[src/rtl/shift_deserializer.sv]
// Serial-to-parallel receiver: MSB-first bits on en strobes, one word presented per NB_REG bits.
// Define SHIFT_DESERIALIZER_OVERRUN_EN to drop words on overrun and raise a sticky o_overrun.
module shift_deserializer #(
  parameter int NB_REG = 32
) (
  input  logic              clk,
  input  logic              rst,
  input  logic              start,
  input  logic              en,
  input  logic              i_data,
  input  logic              i_ready,
  output logic [NB_REG-1:0] o_value,
  output logic              o_valid,
  output logic              o_busy,
  output logic              o_overrun
);

  localparam int CW = (NB_REG > 2) ? $clog2(NB_REG) : 1;
  localparam logic [CW-1:0] LAST = CW'(NB_REG - 1);

  typedef enum logic {IDLE = 1'b0, RX = 1'b1} state_t;

  state_t              state;
  logic [CW-1:0]       cnt;
  // Only NB_REG-1 history bits are needed; the final bit comes straight from i_data.
  logic [NB_REG-2:0]   shift;
  logic [NB_REG-1:0]   word;

  assign word = {shift, i_data};

`ifndef SHIFT_DESERIALIZER_OVERRUN_EN
  assign o_overrun = 1'b0;
`endif

  always_ff @(posedge clk or posedge rst) begin
    if (rst) begin
      state   <= IDLE;
      cnt     <= '0;
      shift   <= '0;
      o_value <= '0;
      o_valid <= 1'b0;
      o_busy  <= 1'b0;
`ifdef SHIFT_DESERIALIZER_OVERRUN_EN
      o_overrun <= 1'b0;
`endif
    end else begin
      if (o_valid && i_ready) o_valid <= 1'b0;

      case (state)
        IDLE: begin
          if (start) begin
            state  <= RX;
            o_busy <= 1'b1;
            cnt    <= '0;
            shift  <= '0;
`ifdef SHIFT_DESERIALIZER_OVERRUN_EN
            o_overrun <= 1'b0;
`endif
          end
        end
        RX: begin
          if (start) begin
            cnt   <= '0;
            shift <= '0;
`ifdef SHIFT_DESERIALIZER_OVERRUN_EN
            o_overrun <= 1'b0;
`endif
          end else if (en) begin
            shift <= word[NB_REG-2:0];
            if (cnt == LAST) begin
              cnt <= '0;
              // A consumer taking the old word this cycle frees the slot for the new one.
              if (!o_valid || i_ready) begin
                o_value <= word;
                o_valid <= 1'b1;
              end else begin
`ifdef SHIFT_DESERIALIZER_OVERRUN_EN
                o_overrun <= 1'b1;
`else
                o_value <= word;
                o_valid <= 1'b1;
`endif
              end
            end else begin
              cnt <= cnt + CW'(1);
            end
          end
        end
        default: begin
          state  <= IDLE;
          o_busy <= 1'b0;
        end
      endcase
    end
  end

endmodule

[config.mk]
export PLATFORM = sky130hd
export DESIGN_NAME = shift_deserializer
export DESIGN_NICKNAME = d
export VERILOG_FILES = /design/src/rtl/shift_deserializer.sv
export SDC_FILE = /design/constraint.sdc
export NUM_CORES = 1
export LEC_CHECK = 0
export BUFFER_PORTS_ARGS = -buffer_cell sky130_fd_sc_hd__buf_2
export CORE_AREA = 2 2 98 100
export DETAILED_ROUTE_END_ITERATION = 12
export DIE_AREA = 0 0 100 102
export SETUP_SLACK_MARGIN = 0.02
export SYNTH_ARGS = -nofsm -noshare
export SYNTH_HDL_FRONTEND = slang
export SYNTH_SLANG_ARGS = --single-unit
[constraint.sdc]
create_clock -name clk -period 5.05 [get_ports clk]
set_input_delay 1.2625 -clock clk [delete_from_list [all_inputs] [get_ports clk]]
set_output_delay 1.2625 -clock clk [all_outputs]
set_load 0.02 [all_outputs]
* Word level (Yosys, flattened, before mapping)
Index checks and enable logic that the tools add are counted.
Operators by class: $add $sub $neg 1, multipliers 0, divide/modulo/power cells 0, magnitude comparators 0, eq/ne operators 3, shifts and indexed selects 0, multiplexer cells 16, bitwise logic cells 2, reductions and logical operators 4
Operators by type and width (number):
- $mux W31 | 3
- $pmux W31 S2 | 1
- $mux W5 | 4
- $pmux W5 S2 | 1
- $mux W1 | 7
- $add A5 B1 Y5 const B | 1
- $eq A5 B5 Y1 const B | 1
- $reduce_and A2 Y1 | 2
- $reduce_and A4 Y1 | 1
- $ne A3 B3 Y1 const B | 1
- $ne A2 B2 Y1 const B | 1
- $not A1 Y1 | 2
- $logic_and A1 B1 Y1 | 1
Word-level totals: register bits after elaboration 71, latch bits 0, memory bits (writable) 0, memory bits (read-only) 0, input bits 6, output and inout port bits 35, word-level logic and storage cells 32, memories 0

* Depth between registers and ports, before layout
depth after elaboration 6, mapped depth 6, mapped depth without buffers 5

* Least setup slack after synthesis
Ideal clock, no wire load.
path kind input -> register, start in start, end reg o_value[10], setup time 0.125 ns, data arrival time 2.125 ns, path slack 2.800 ns, cell stages on the path 5, buffers on the path 2, path through and3b_1 > buf_4 > nand2_4 > buf_6 > mux2_4
On the way: word-level cells in the longest chain between the ends 2
Ends and longest elaborated chain:
- start, declared | RTL line 8 | input logic start,
- $not A1 Y1 (no line)
- $reduce_and A4 Y1 (no line)
- end signal, assigned | RTL line 74 | o_value <= word;
- end signal, assigned | RTL line 80 | o_value <= word;
- end, declared | RTL line 12 | output logic [NB_REG-1:0] o_value,
Every way passes these cells. A chain may end at the register's enable or synchronous reset.

* Worst setup path after layout
start in start, end reg o_value[21]
Same word-level chain as after synthesis.

==> summary.md <==
| Metric | Value |
|---|---|
| Ys async rst share | 100% |
| Mux cell area share after synthesis | 16.9% |
| Io pins | approximately 40 |
| Layout cells sized above 1 | between 40% and 50% |
| Row cnt | 35 |
| Crit-path cells | buf_2 > and3b_1 > buf_4 > nand2_4 > mux2_4 |
| Setup TNS after final layout | 0 ns |
| Power per Cell Area | about 330 nW/um^2 |
| Mapped Area | 2780 sq um |
| CTS Buffer Depth | 2 |
| Syn nets | 180 |
| Crit-path slowest cell | mux2_4 |
| CP peak stage delay | between 0.4 and 0.5 ns |
| Sink Count | between 70 and 80 |
| Yosys Warn Count | 0 |
| Cell count after placement | 313 |
| Complex-gate fraction of the synthesized area | between 10% and 20% |
| Htree depth | 3 |
| Peak VDD IR | about 0.13 mV |
| CP delay by family, top | simple AND/OR/NAND/NOR gates |
| Pleak | 0.00181 uW |
| DIE AREA | 10200 sq um |
| I/O Buffers | 39 |
| CP endpoint kind | flip-flop |
| Synth-to-layout area growth | 17.8% |
| GR Overflow Total | 0 |
| Synth Register Bits | slightly above 70 |
| Worst Setup SP | start |
| Clock skew | 0.00649 ns |
| Final-report hold violation count | 0 |
| Max-slew violation count | 0 |
| Slew headroom | around two fifths |
| Initial antenna violation count | 0 |
| Largest family of logic cells by synthesized area | multiplexers |
| Critical path peak fanout | 34 |
| Largest net degree at the start of global routing | 44 |
| Setup Fix Bufs, Post-CTS | 0 |
| Post-DRT Antenna Nets | 0 |
| Core ar. | just over 9000 sq um |
| RSZ-0062 raised after global routing | false |
| Seq/Total Area, Yosys | about 64% |
| Clock transition at path regs | 0.07 ns |
| WS Path Type | input port to flip-flop |
| Clock latency on the worst-skew pair | 0.34 ns |
| HP Class | flip-flop to flip-flop |
| Ratio of final minimum period to clock period | 50.6% |
| Worst Max-Slew Pin Slew | roughly 0.90 ns |
| Post-Route WL | 4.72 mm |
| Pre-CTS setup slack | 2.11 ns |
| CTS buffer count | 9 |
| Routed vias/inst | 4.63 |
| First-pass GRT wire length | slightly below 8 mm |
| PostCTS Resize Cnt | 0 |
| Fmax | slightly below 400 MHz |
| Synth Area in XOR/XNOR | 0% |
| Avg Inst Size Synth | around 16 sq um |
| Max cap viols | 0 |
| CP arrival | ~2.8 ns |
| Die X | about 100 um |
| Antenna diodes | 0 |
| Fillers | 889 |
| Final setup violation count | 0 |
| Final nets | between 200 and 250 |
| Non-filler cells, final | 329 |
| Yosys cell types | 26 |
| DR iter-0 viols | 41 |
| Most frequent cells in the layout | 71 x dfrtp_1, 39 x buf_2, 33 x a22o_1 |
| Routed via count | approximately 1500 |
| Commonest non-fill, non-tap cell in the layout | dfrtp_1 |
| Clk root buf | clkbuf_8 |
| Vias in the first global route | ~1600 |
| Post-DR wirelength/cell | approximately 14 um |
| Detail Placement HPWL | approximately 2.9 mm |
| Worst Path Buf+Inv | 2 |
| # DRC | 0 |
| Synth Area in Simple Gates | under 10% |
| Required time worst endpoint | 5.28 ns |
| Worst setup SP type | input port |
| RD Place Congestion | between 0.6 and 0.7 |
| First-pass DRT Iterations | 4 |
| Cts hold-fix bufs | 0 |
| Post-Synth Adder-Cell Area | less than 1% |
| Initial core utilization | 30.5% |
| Main synth FF type | dfrtp_1 |
| Post-route setup slack | between 2 and 2.5 ns |
| Status | completed |
| R2R Path Start | cnt[0]$_DFFE_PP0P_ |
| Die Y | slightly above 100 um |
| CTS tree | yes |
| Total GRT Usage | 10.1% |
| Post-synth EDFFs | 0 |
| Syn Inst Count | 172 |
| Min cycle time layout | ~2.6 ns |
| HP Start | o_busy$_DFFE_PP0P_ |
-- kinds of logic after synthesis --
logic type	Yosys count
AOI/OAI and AO/OA	41
adders and majority gates	2
buffers and inverters	15
DFF	71
muxes	32
other	1
and+or+nand+nor	10
-- flip-flops by register name, indices dropped and copies added, names as in the netlist --
name and cells:
o_value 32, shift 31, o_valid 1, cnt 5, o_busy 1, state 1
-- where the power goes --
part / switching, uW / internal, uW / total, uW
clock network: 207 / 274 / 481
registers: 3.07 / 572 / 575
logic: 25.5 / 8.09 / 33.6
-- path summary, 6_finish.rpt --
path,end,slack (ns),cells past startpoint
max in group asynchronous,shift[3]$_DFFE_PP0P_,3.07,3
min in group asynchronous,shift[24]$_DFFE_PP0P_,1.10,2
max reg2reg,o_value[24]$_DFFE_PP0P_,2.98,5
min,o_busy$_DFFE_PP0P_,0.47,1
min reg2reg,o_busy$_DFFE_PP0P_,0.47,1
max,o_value[21]$_DFFE_PP0P_,2.50,5
-- metal layers --
layer | vias to the layer above | GRT usage (%) | routed length, um
met5 | - | 0 | 0
met4 | 0 | 5.06 | 80
met3 | 9 | 4.04 | 246
met2 | 42 | 14.7 | 2050
met1 | 759 | 13.3 | 2340
li1 | 714 | - | -
-- per-stage QoR --
stage / instance area [sq um] / total power [uW] / utilization (%) / hold slack, ns
floorplan: 2780 / 611 / - / 0.466
global placement: 3060 / 621 / 33.6 / 0.439
detailed placement: 3060 / 621 / 33.6 / 0.452
CTS: 3280 / 1110 / 36.0 / 0.479
global route: 3280 / 1130 / 36.0 / 0.500
finish: 3280 / 1090 / 36.0 / 0.467
-- synthesized netlist by cell type (2+ instances only) --
| cell | n | area, sq um |
|---|---|---|
| a21o_1 | 2 | 15.0 |
| inv_1 | 4 | 15.0 |
| buf_4 | 2 | 15.0 |
| mux2_4 | 29 | 435 |
| a22o_1 | 33 | 289 |
| buf_6 | 3 | 33.8 |
| ha_1 | 2 | 25.0 |
| clkbuf_1 | 5 | 18.8 |
| dfrtp_1 | 71 | 1780 |
| nand2b_1 | 2 | 12.5 |
| o31ai_1 | 2 | 15.0 |
| mux2_2 | 3 | 33.8 |
-- final cells by class --
cell class                      instances  area, sq um  area share (%)
Timing Repair Buffer                   41          210            6.42
Clock inverter                          7         87.6            2.67
Inverter                                4         15.0           0.458
Multi-Input combinational cell         86          923            28.2
Tap cell                              111          139            4.24
Sequential cell                        71         1780            54.2
Clock buffer                            9          124            3.78
(Power assumes the default switching activity.)
